$ cat src/rtl/alu_pkg.sv
// Shared definitions for the tiny_4bit_alu command sequencer.
// Contents: ALU opcode constants, uo_out flag bit positions, the sequencer FSM
// state type and the result-compare helper shared by the sequencer and checker.
package alu_pkg;

    localparam logic [3:0] OP_ADD       = 4'b0000;
    localparam logic [3:0] OP_PASS_B    = 4'b0111;
    localparam logic [3:0] OP_REG_WRITE = 4'b1000;
    localparam logic [3:0] OP_REG_READ  = 4'b1001;
    localparam logic [3:0] OP_ADD_REG   = 4'b1010;
    localparam logic [3:0] OP_SUB_REG   = 4'b1011;

    // Bit positions of the status flags inside uo_out.
    localparam int FLAG_Z = 7;
    localparam int FLAG_N = 6;
    localparam int FLAG_V = 5;
    localparam int FLAG_C = 4;

    typedef enum logic [1:0] {
        ST_IDLE  = 2'd0,
        ST_DRIVE = 2'd1,
        ST_WAIT  = 2'd2,
        ST_RESP  = 2'd3
    } seq_state_t;

    // A register write has no meaningful result, so it never reports a mismatch.
    function automatic logic result_mismatch(input logic [3:0] op,
                                             input logic       chk,
                                             input logic [3:0] result,
                                             input logic [3:0] exp_val);
        return chk && (op != OP_REG_WRITE) && (result != exp_val);
    endfunction

endpackage

$ cat src/rtl/alu_rsp_checker.sv
// Response checker: compares the sampled ALU result against the expected value
// and keeps a saturating mismatch counter.
// Ports:
//   clk, rst_n   clock, async active-low reset
//   sample_en    pulse on the cycle the response is captured
//   err_clr      synchronous counter clear (wins over a same-cycle increment)
//   op, chk, exp_val  latched command fields
//   result       live ALU result (uo_out[3:0])
//   mismatch     combinational compare outcome for the current result
//   err_count    saturating mismatch count
module alu_rsp_checker
    import alu_pkg::*;
#(
    parameter int ERR_W = 8
) (
    input  logic             clk,
    input  logic             rst_n,
    input  logic             sample_en,
    input  logic             err_clr,
    input  logic [3:0]       op,
    input  logic             chk,
    input  logic [3:0]       exp_val,
    input  logic [3:0]       result,
    output logic             mismatch,
    output logic [ERR_W-1:0] err_count
);

    logic             mismatch_s;
    logic [ERR_W-1:0] err_count_r;

    // Compare the live result against the expected value.
    always_comb begin
        mismatch_s = result_mismatch(op, chk, result, exp_val);
    end

    // Saturating mismatch counter; a clear in the same cycle beats an increment.
    always_ff @(posedge clk or negedge rst_n) begin
        if (!rst_n) begin
            err_count_r <= {ERR_W{1'b0}};
        end else if (err_clr) begin
            err_count_r <= {ERR_W{1'b0}};
        end else if (sample_en && mismatch_s && (err_count_r != {ERR_W{1'b1}})) begin
            err_count_r <= err_count_r + {{(ERR_W-1){1'b0}}, 1'b1};
        end else begin
            err_count_r <= err_count_r;
        end
    end

    assign mismatch  = mismatch_s;
    assign err_count = err_count_r;

endmodule

$ cat src/rtl/alu_cmd_sequencer.sv
// Command sequencer for the tiny_4bit_alu pin interface. Accepts one command
// at a time, drives ui_in={B,A} / uio={0,op}, waits WAIT_CYCLES edges for the
// ALU to settle, samples uo_out and returns {result, flags, mismatch}.
// Ports:
//   cmd_valid/cmd_ready + cmd_op/a/b/chk/exp   command stream in
//   alu_ui_in, alu_uio (out), alu_uo_out (in)   ALU pins
//   rsp_valid/rsp_ready + rsp_result/flags/mismatch   response stream out
//   err_clr, err_count                          mismatch counter control/status
//   busy                                        high whenever not idle
module alu_cmd_sequencer
    import alu_pkg::*;
#(
    parameter int WAIT_CYCLES = 2,
    parameter int ERR_W       = 8
) (
    input  logic             clk,
    input  logic             rst_n,
    input  logic             cmd_valid,
    output logic             cmd_ready,
    input  logic [3:0]       cmd_op,
    input  logic [3:0]       cmd_a,
    input  logic [3:0]       cmd_b,
    input  logic             cmd_chk,
    input  logic [3:0]       cmd_exp,
    output logic [7:0]       alu_ui_in,
    output logic [7:0]       alu_uio,
    input  logic [7:0]       alu_uo_out,
    output logic             rsp_valid,
    input  logic             rsp_ready,
    output logic [3:0]       rsp_result,
    output logic [3:0]       rsp_flags,
    output logic             rsp_mismatch,
    input  logic             err_clr,
    output logic [ERR_W-1:0] err_count,
    output logic             busy
);

    localparam logic [3:0] WAIT_LOAD = 4'(WAIT_CYCLES);

    seq_state_t state_r;
    logic [3:0] op_r;
    logic [3:0] a_r;
    logic [3:0] b_r;
    logic       chk_r;
    logic [3:0] exp_r;
    logic [3:0] cnt_r;
    logic [7:0] ui_in_r;
    logic [7:0] uio_r;
    logic       cmd_ready_r;
    logic       busy_r;
    logic       rsp_valid_r;
    logic [3:0] rsp_result_r;
    logic [3:0] rsp_flags_r;
    logic       rsp_mismatch_r;
    logic       sample_s;
    logic       mismatch_s;

    // Sample strobe: last settle cycle of WAIT (<= guards a corrupted count of 0).
    always_comb begin
        if ((state_r == ST_WAIT) && (cnt_r <= 4'd1)) begin
            sample_s = 1'b1;
        end else begin
            sample_s = 1'b0;
        end
    end

    alu_rsp_checker #(
        .ERR_W (ERR_W)
    ) u_checker (
        .clk       (clk),
        .rst_n     (rst_n),
        .sample_en (sample_s),
        .err_clr   (err_clr),
        .op        (op_r),
        .chk       (chk_r),
        .exp_val   (exp_r),
        .result    (alu_uo_out[3:0]),
        .mismatch  (mismatch_s),
        .err_count (err_count)
    );

    // Sequencer FSM with all outputs registered.
    always_ff @(posedge clk or negedge rst_n) begin
        if (!rst_n) begin
            state_r        <= ST_IDLE;
            op_r           <= 4'd0;
            a_r            <= 4'd0;
            b_r            <= 4'd0;
            chk_r          <= 1'b0;
            exp_r          <= 4'd0;
            cnt_r          <= 4'd0;
            ui_in_r        <= 8'd0;
            uio_r          <= 8'd0;
            cmd_ready_r    <= 1'b0;
            busy_r         <= 1'b0;
            rsp_valid_r    <= 1'b0;
            rsp_result_r   <= 4'd0;
            rsp_flags_r    <= 4'd0;
            rsp_mismatch_r <= 1'b0;
        end else begin
            case (state_r)
                ST_IDLE: begin
                    ui_in_r <= 8'd0;
                    uio_r   <= 8'd0;
                    if (cmd_valid && cmd_ready_r) begin
                        op_r        <= cmd_op;
                        a_r         <= cmd_a;
                        b_r         <= cmd_b;
                        chk_r       <= cmd_chk;
                        exp_r       <= cmd_exp;
                        cmd_ready_r <= 1'b0;
                        busy_r      <= 1'b1;
                        state_r     <= ST_DRIVE;
                    end else begin
                        // Also raises ready on the first cycle after reset.
                        cmd_ready_r <= 1'b1;
                    end
                end
                ST_DRIVE: begin
                    ui_in_r <= {b_r, a_r};
                    uio_r   <= {4'b0000, op_r};
                    cnt_r   <= WAIT_LOAD;
                    state_r <= ST_WAIT;
                end
                ST_WAIT: begin
                    if (sample_s) begin
                        rsp_result_r   <= alu_uo_out[3:0];
                        rsp_flags_r    <= alu_uo_out[FLAG_Z:FLAG_C];
                        rsp_mismatch_r <= mismatch_s;
                        rsp_valid_r    <= 1'b1;
                        state_r        <= ST_RESP;
                    end else begin
                        cnt_r <= cnt_r - 4'd1;
                    end
                end
                ST_RESP: begin
                    // Pins stay on the command until the response is taken.
                    if (rsp_ready) begin
                        rsp_valid_r <= 1'b0;
                        ui_in_r     <= 8'd0;
                        uio_r       <= 8'd0;
                        busy_r      <= 1'b0;
                        cmd_ready_r <= 1'b1;
                        state_r     <= ST_IDLE;
                    end else begin
                        rsp_valid_r <= 1'b1;
                    end
                end
                default: begin
                    ui_in_r     <= 8'd0;
                    uio_r       <= 8'd0;
                    rsp_valid_r <= 1'b0;
                    busy_r      <= 1'b0;
                    cmd_ready_r <= 1'b0;
                    state_r     <= ST_IDLE;
                end
            endcase
        end
    end

    assign cmd_ready    = cmd_ready_r;
    assign busy         = busy_r;
    assign alu_ui_in    = ui_in_r;
    assign alu_uio      = uio_r;
    assign rsp_valid    = rsp_valid_r;
    assign rsp_result   = rsp_result_r;
    assign rsp_flags    = rsp_flags_r;
    assign rsp_mismatch = rsp_mismatch_r;

endmodule
$ cat config.mk
export PLATFORM = sky130hd
export DESIGN_NAME = alu_cmd_sequencer
export DESIGN_NICKNAME = d
export VERILOG_FILES = /design/src/rtl/alu_pkg.sv /design/src/rtl/alu_rsp_checker.sv /design/src/rtl/alu_cmd_sequencer.sv
export SDC_FILE = /design/constraint.sdc
export NUM_CORES = 1
export LEC_CHECK = 0
export CAP_MARGIN = 20
export CORE_MARGIN = 1.5
export CORE_UTILIZATION = 40
export CTS_CLUSTER_DIAMETER = 50
export DETAILED_ROUTE_END_ITERATION = 16
export PLACE_DENSITY_LB_ADDON = 0.3
export SLEW_MARGIN = 25
export SYNTH_ARGS = -nofsm -noshare
export SYNTH_HDL_FRONTEND = slang
export SYNTH_SLANG_ARGS = --single-unit
$ cat constraint.sdc
create_clock -name clk -period 2.1 [get_ports clk]
set_input_delay 0.21 -clock clk [delete_from_list [all_inputs] [get_ports clk]]
set_output_delay 0.21 -clock clk [all_outputs]
set_load 0.005 [all_outputs]
Word level (Yosys, flattened, before mapping) --
Cells that the tools add are included.
Cells by class: add/sub/neg operators 2, order comparisons 1, equal/unequal tests 10, muxes and demuxes 21, reduce and logical (&&, ||, !) cells 20
Operators with widths (number):
- case mux 8 bit (3 select lines) | 2
- two-way mux 8 bit | 3
- AND reduction 2 bit | 6
- adder 8 x 1 -> 8 bit (second input constant) | 1
- inequality test 8 bit (second input constant) | 1
- case mux 2 bit (4 select lines) | 1
- case mux 4 bit (2 select lines) | 1
- nonzero test 2 bit | 4
- two-way mux 1 bit | 7
- logical AND 1 bit | 6
- two-way mux 2 bit | 3
- inequality test 2 bit (second input constant) | 3
- case mux 1 bit (2 select lines) | 3
- AND reduction 3 bit | 2
- equality test 2 bit (second input constant) | 2
- less-or-equal comparator 4 x 1 -> 1 bit (second input constant) | 1
- two-way mux 4 bit | 1
- inequality test 4 bit | 1
- inequality test 4 bit (second input constant) | 1
- subtractor 4 x 1 -> 4 bit (second input constant) | 1
- nonzero test 3 bit | 1
- equality test 2 x 1 -> 1 bit (second input constant) | 1
- logical NOT 2 bit | 1
- inequality test 2 x 1 -> 1 bit (second input constant) | 1
Storage, ports and cells: bits in registers 59, input port bits 30, output and inout port bits 36, logic and storage cells 70

Logic depth before layout (Yosys ltp) --
word-level depth 7, gate-level depth with buffers 8, depth with buffers taken out 7

Cells and area by module --
Synthesis repeated with hierarchy kept, for this count alone.
Unflattened totals: cell total of the unflattened synthesis 192, area, all modules 2473.6 um^2
Modules (own cells, without submodules):
- alu_cmd_sequencer | times used 1, cells each 143, area an instance 1965.6 um^2, seq. area each 1176.1 um^2
- alu_rsp_checker | times used 1, cells each 49, area an instance 508.0 um^2, seq. area each 200.2 um^2

Worst setup path after synthesis --
No wires, ideal clock.
path type reg2reg, start point register state_r[0], end point register u_checker.err_count_r[4] (netlist: u_checker.err_count[4]), setup time 0.127 ns, arrival time 2.091 ns, required time 1.973 ns, path slack -0.119 ns, stages on the path, launching flop included 8, path buffers 0, period minus slack after synthesis 2.219 ns, cell sequence dfrtp_1 -> inv_1 -> ha_1 -> inv_2 -> or4_4 -> nor4b_4 -> nand4_1 -> mux2_1
On the way: longest elaborated chain between the ends 6
Ends and longest elaborated chain:
- start, declared | RTL line alu_cmd_sequencer.sv:40 | seq_state_t state_r;
- start signal, assigned | RTL line alu_cmd_sequencer.sv:85 | state_r <= ST_IDLE;
- start signal, assigned | RTL line alu_cmd_sequencer.sv:113 | state_r <= ST_DRIVE;
- start signal, assigned | RTL line alu_cmd_sequencer.sv:123 | state_r <= ST_WAIT;
- equality test 2 bit | RTL line alu_cmd_sequencer.sv:60 | if ((state_r == ST_WAIT) && (cnt_r <= 4'd1)) begin
- logical AND 1 bit | RTL line alu_cmd_sequencer.sv:60
- two-way mux 1 bit | RTL line alu_cmd_sequencer.sv:60
- logical AND 1 bit (2 in series) | RTL line alu_rsp_checker.sv:42 | end else if (sample_en && mismatch_s && (err_count_r != {ERR_W{1'b1}})) begin
- nonzero test 2 bit (no line)
- end signal, assigned | RTL line alu_rsp_checker.sv:41 | err_count_r <= {ERR_W{1'b0}};
- end signal, assigned | RTL line alu_rsp_checker.sv:43 | err_count_r <= err_count_r + {{(ERR_W-1){1'b0}}, 1'b1};
- end signal, assigned | RTL line alu_rsp_checker.sv:45 | err_count_r <= err_count_r;
- end, declared | RTL line alu_rsp_checker.sv:29 | logic [ERR_W-1:0] err_count_r;
No other way between the ends. A chain may end at the register's enable or synchronous reset.

Worst setup path after layout --
Same ends and word-level chain as after synthesis.

==> impl_metrics.tcl <==
set metrics [dict create \
    cap_violations 0 \
    syn_to_final_growth_pct 36.6 \
    vias 1700 \
    die_w_um 81.0 \
    ys_async_sr_fraction_pct 100 \
    p_leak_nw 1.47 \
    powerDensity_nw_per_um2 1220 \
    wire_per_inst_um 13.9 \
    cts_buffer_depth 2 \
    place.gp.congestion 0.790 \
    synth_ff_type "dfrtp_1" \
    sw_frac_of_total_pct 31.0 \
    dp_cells 332 \
    regToRegEndpoint "u_checker.err_count[4]" \
    clk-insertion-delay-late_ps 310 \
    nets 303 \
    synthCells 194 \
    io_pins 66 \
    clkSinkCount 55 \
    cts_tree "done" \
    start_kind "flop" \
    critPathMaxFanout 4 \
    post-route-period-util_pct 98.3 \
    start_util_pct 41.4 \
    synth-edff-count 0 \
    slew_viol_final 0 \
    grtUsageTotal_pct 15.6 \
    dp_hpwl_um 3490 \
    p_int_mw 2.80 \
    io_buffers 61 \
    drc 0 \
    postCtsSetupRepairBufs 0 \
    slew_headroom_pct 57.5 \
    vias_per_cell 4.99 \
    die_height_um 81.0 \
    min_path_type "in2async" \
    ys_seq_area_share_pct 56.5 \
    clockRootBuffer "clkbuf_8" \
    cp_data_required_time_ps 2290 \
    finalClockSkew_ps 9.68 \
    status "completed" \
    worstPathArrival_ps 2260 \
    grt_pass1_vias 1645 \
    critPathKind "reg2reg" \
    drtIter0Drc 49 \
    syn_area_um2 2440 \
    grt_pass1_wl_um 7800 \
    cts.clk_slew.worst_paths_ps 100 \
    finalHoldViolations 0 \
    core_um2 5890 \
    place_area_um2 3180 \
    r2r_cells 7 \
    routed_wl_um 4760 \
    regToRegSetupSlack_ps 40 \
    dp_slack_ps -17.6 \
    fin_ws_ps 35.1 \
    synth.distinct_cells 37 \
    synth_seq_cells 55 \
    finalSetupViolations 0 \
    rows 28 \
    endpoint_kind "flop" \
    combPwrFrac_pct 39.6 \
    htree_levels 2 \
    pwr-share-clk_pct 18.2 \
    vdd_drop_max_v 0.000594 \
    postSynthAreaPerCell_um2 12.6 \
    diodes 0 \
    grt_start_max_net_pins 30 \
    drive_above_1_share_pct 21.4 \
    stdcell_area_um2 3330 \
    max_freq_mhz 484 \
    tightest_slew_ps 637 \
    netSwitchingPower_mw 1.25 \
    utilization_pct 56.5 \
    cts_inserted_buffers 5 \
    r2r-start "state_r[0]" \
    yosys_warnings 0 \
    first_pass_iters 4 \
    route.antenna.remaining_nets 0 \
    seqPwrFrac_pct 42.2 \
    stdcell_count 341 \
    min_period_ps 2060 \
    rsz0062_at_grt "true" \
    globalRouteOverflowTotal 0 \
    dieArea_um2 6570 \
    antenna_found_initial 0 \
]
[cells by family (layout without fill, tap and decap cells)]
| group | count (synthesis) | in the layout | share of synthesized area, % |
|---|---|---|---|
| flip-flops | 55 | 55 | 56.5 |
| AO/OA/AOI/OAI | 38 | 38 | 11.1 |
| AND/OR/NAND/NOR | 35 | 35 | 8.42 |
| multiplexers | 28 | 28 | 12.9 |
| buffers and inverters | 22 | 91 | 4.31 |
| adder cells (fa/ha/maj) | 8 | 8 | 4.11 |
| XOR/XNOR | 7 | 7 | 2.52 |
| other | 1 | 4 | 0.154 |
[flip-flops by register name (all words and copies together) (netlist names)]
signal and count:
cmd_ready 1, busy 1, rsp_mismatch 1, chk_r 1, b_r 4, alu_uio 4, a_r 4, cnt_r 4
rsp_flags 4, state_r 2, rsp_valid 1, alu_ui_in 8, rsp_result 4, u_checker.err_count 8, op_r 4, exp_r 4
[power by group through the flow]
stage	sequential [mW]	combinational (mW)	clock [mW]
detailed placement	1.74	1.62	0
finish	1.71	1.60	0.736
floorplan	1.70	0.937	0
global route	1.76	1.80	0.798
CTS	1.71	1.63	0.766
global placement	1.71	1.59	0
[synth_stat cells, types with 2 or more instances]
master | instances | area, um2
nor4_1 | 2 | 12.5
mux2_2 | 26 | 293
o31ai_1 | 2 | 15.0
ha_1 | 8 | 100
nor2_1 | 7 | 26.3
xnor2_1 | 3 | 26.3
a22o_1 | 13 | 114
a31o_2 | 3 | 26.3
xor2_1 | 4 | 35.0
dfrtp_1 | 55 | 1380
o21ai_0 | 5 | 25.0
and4_1 | 2 | 17.5
nor2b_1 | 2 | 12.5
inv_1 | 10 | 37.5
nand3_1 | 4 | 20.0
nand2_1 | 7 | 26.3
a21o_1 | 2 | 15.0
buf_4 | 4 | 30.0
a21oi_1 | 10 | 50.1
nand4_1 | 4 | 25.0
clkbuf_1 | 5 | 18.8
[placed cells by master, fill, tap and decap left out, types with 2 or more instances in the layout]
| master | synthesis | final |
|---|---|---|
| a21o_1 | 2 | 2 |
| a21oi_1 | 10 | 9 |
| a22o_1 | 13 | 13 |
| a31o_2 | 3 | 3 |
| and4_1 | 2 | 2 |
| buf_4 | 4 | 8 |
| clkbuf_8 | 0 | 6 |
| clkdlybuf4s50_1 | 0 | 60 |
| conb_1 | 1 | 4 |
| dfrtp_1 | 55 | 55 |
| ha_1 | 8 | 7 |
| inv_1 | 10 | 9 |
| inv_2 | 1 | 2 |
| mux2_2 | 26 | 26 |
| nand2_1 | 7 | 7 |
| nand3_1 | 4 | 4 |
| nand4_1 | 4 | 4 |
| nor2_1 | 7 | 6 |
| nor2b_1 | 2 | 2 |
| nor4_1 | 2 | 2 |
| o21ai_0 | 5 | 5 |
| o31ai_1 | 2 | 2 |
| xnor2_1 | 3 | 3 |
| xor2_1 | 4 | 4 |
[per-stage QoR]
step / hold WS, ps / power (mW) / TNS (ps)
global placement: 263 / 3.30 / 0
CTS: 470 / 4.11 / 0
global route: 502 / 4.36 / -53.7
detailed placement: 268 / 3.36 / -17.6
floorplan: -85.6 / 2.63 / 0
finish: 450 / 4.05 / 0
[worst max-delay path by stage]
stage	startpoint	endpoint	slack (ps)	depth (start not counted)
after global placement	state_r[0]	u_checker.err_count[2]	70	8
after detailed placement	state_r[0]	u_checker.err_count[2]	-20	8
final	state_r[0]	u_checker.err_count[4]	40	7
after global routing	state_r[0]	u_checker.err_count[4]	-20	7
after CTS	state_r[0]	u_checker.err_count[4]	30	7
after floorplan	state_r[0]	u_checker.err_count[4]	30	7
[metal layers]
| layer | global-route usage (%) | wire length, um |
|---|---|---|
| met1 | 20.4 | 2220 |
| met2 | 25.3 | 2260 |
| met5 | 0 | 0 |
| met4 | 4.66 | 56 |
| met3 | 3.93 | 215 |
[worst max-delay path: stages (launching register included)]
cell and delay [ps]:
dfrtp_1 410, inv_2 100, ha_4 150, inv_2 40, or4_4 490, nor4b_4 270
nand4_1 160, mux2_4 330
[repair_timing]
action / 4_1_cts / 5_1_grt
endpoints found under the setup margin: 2 / 15
gates resized for setup: 1 / 3
hold buffers: 1 / 0
endpoints found under the hold margin: 26 / 0
pin swaps: 2 / 0
[layout make-up]
class	count	area (um2)
tap	75	93.8
timing repair buffer	72	707
clock buffer	6	82.6
sequential	55	1380
fill	504	2560
multi-input combinational	120	988
clock inverter	2	38.8
inverter	11	41.3
No activity file was read; power rests on OpenSTA's default activity.
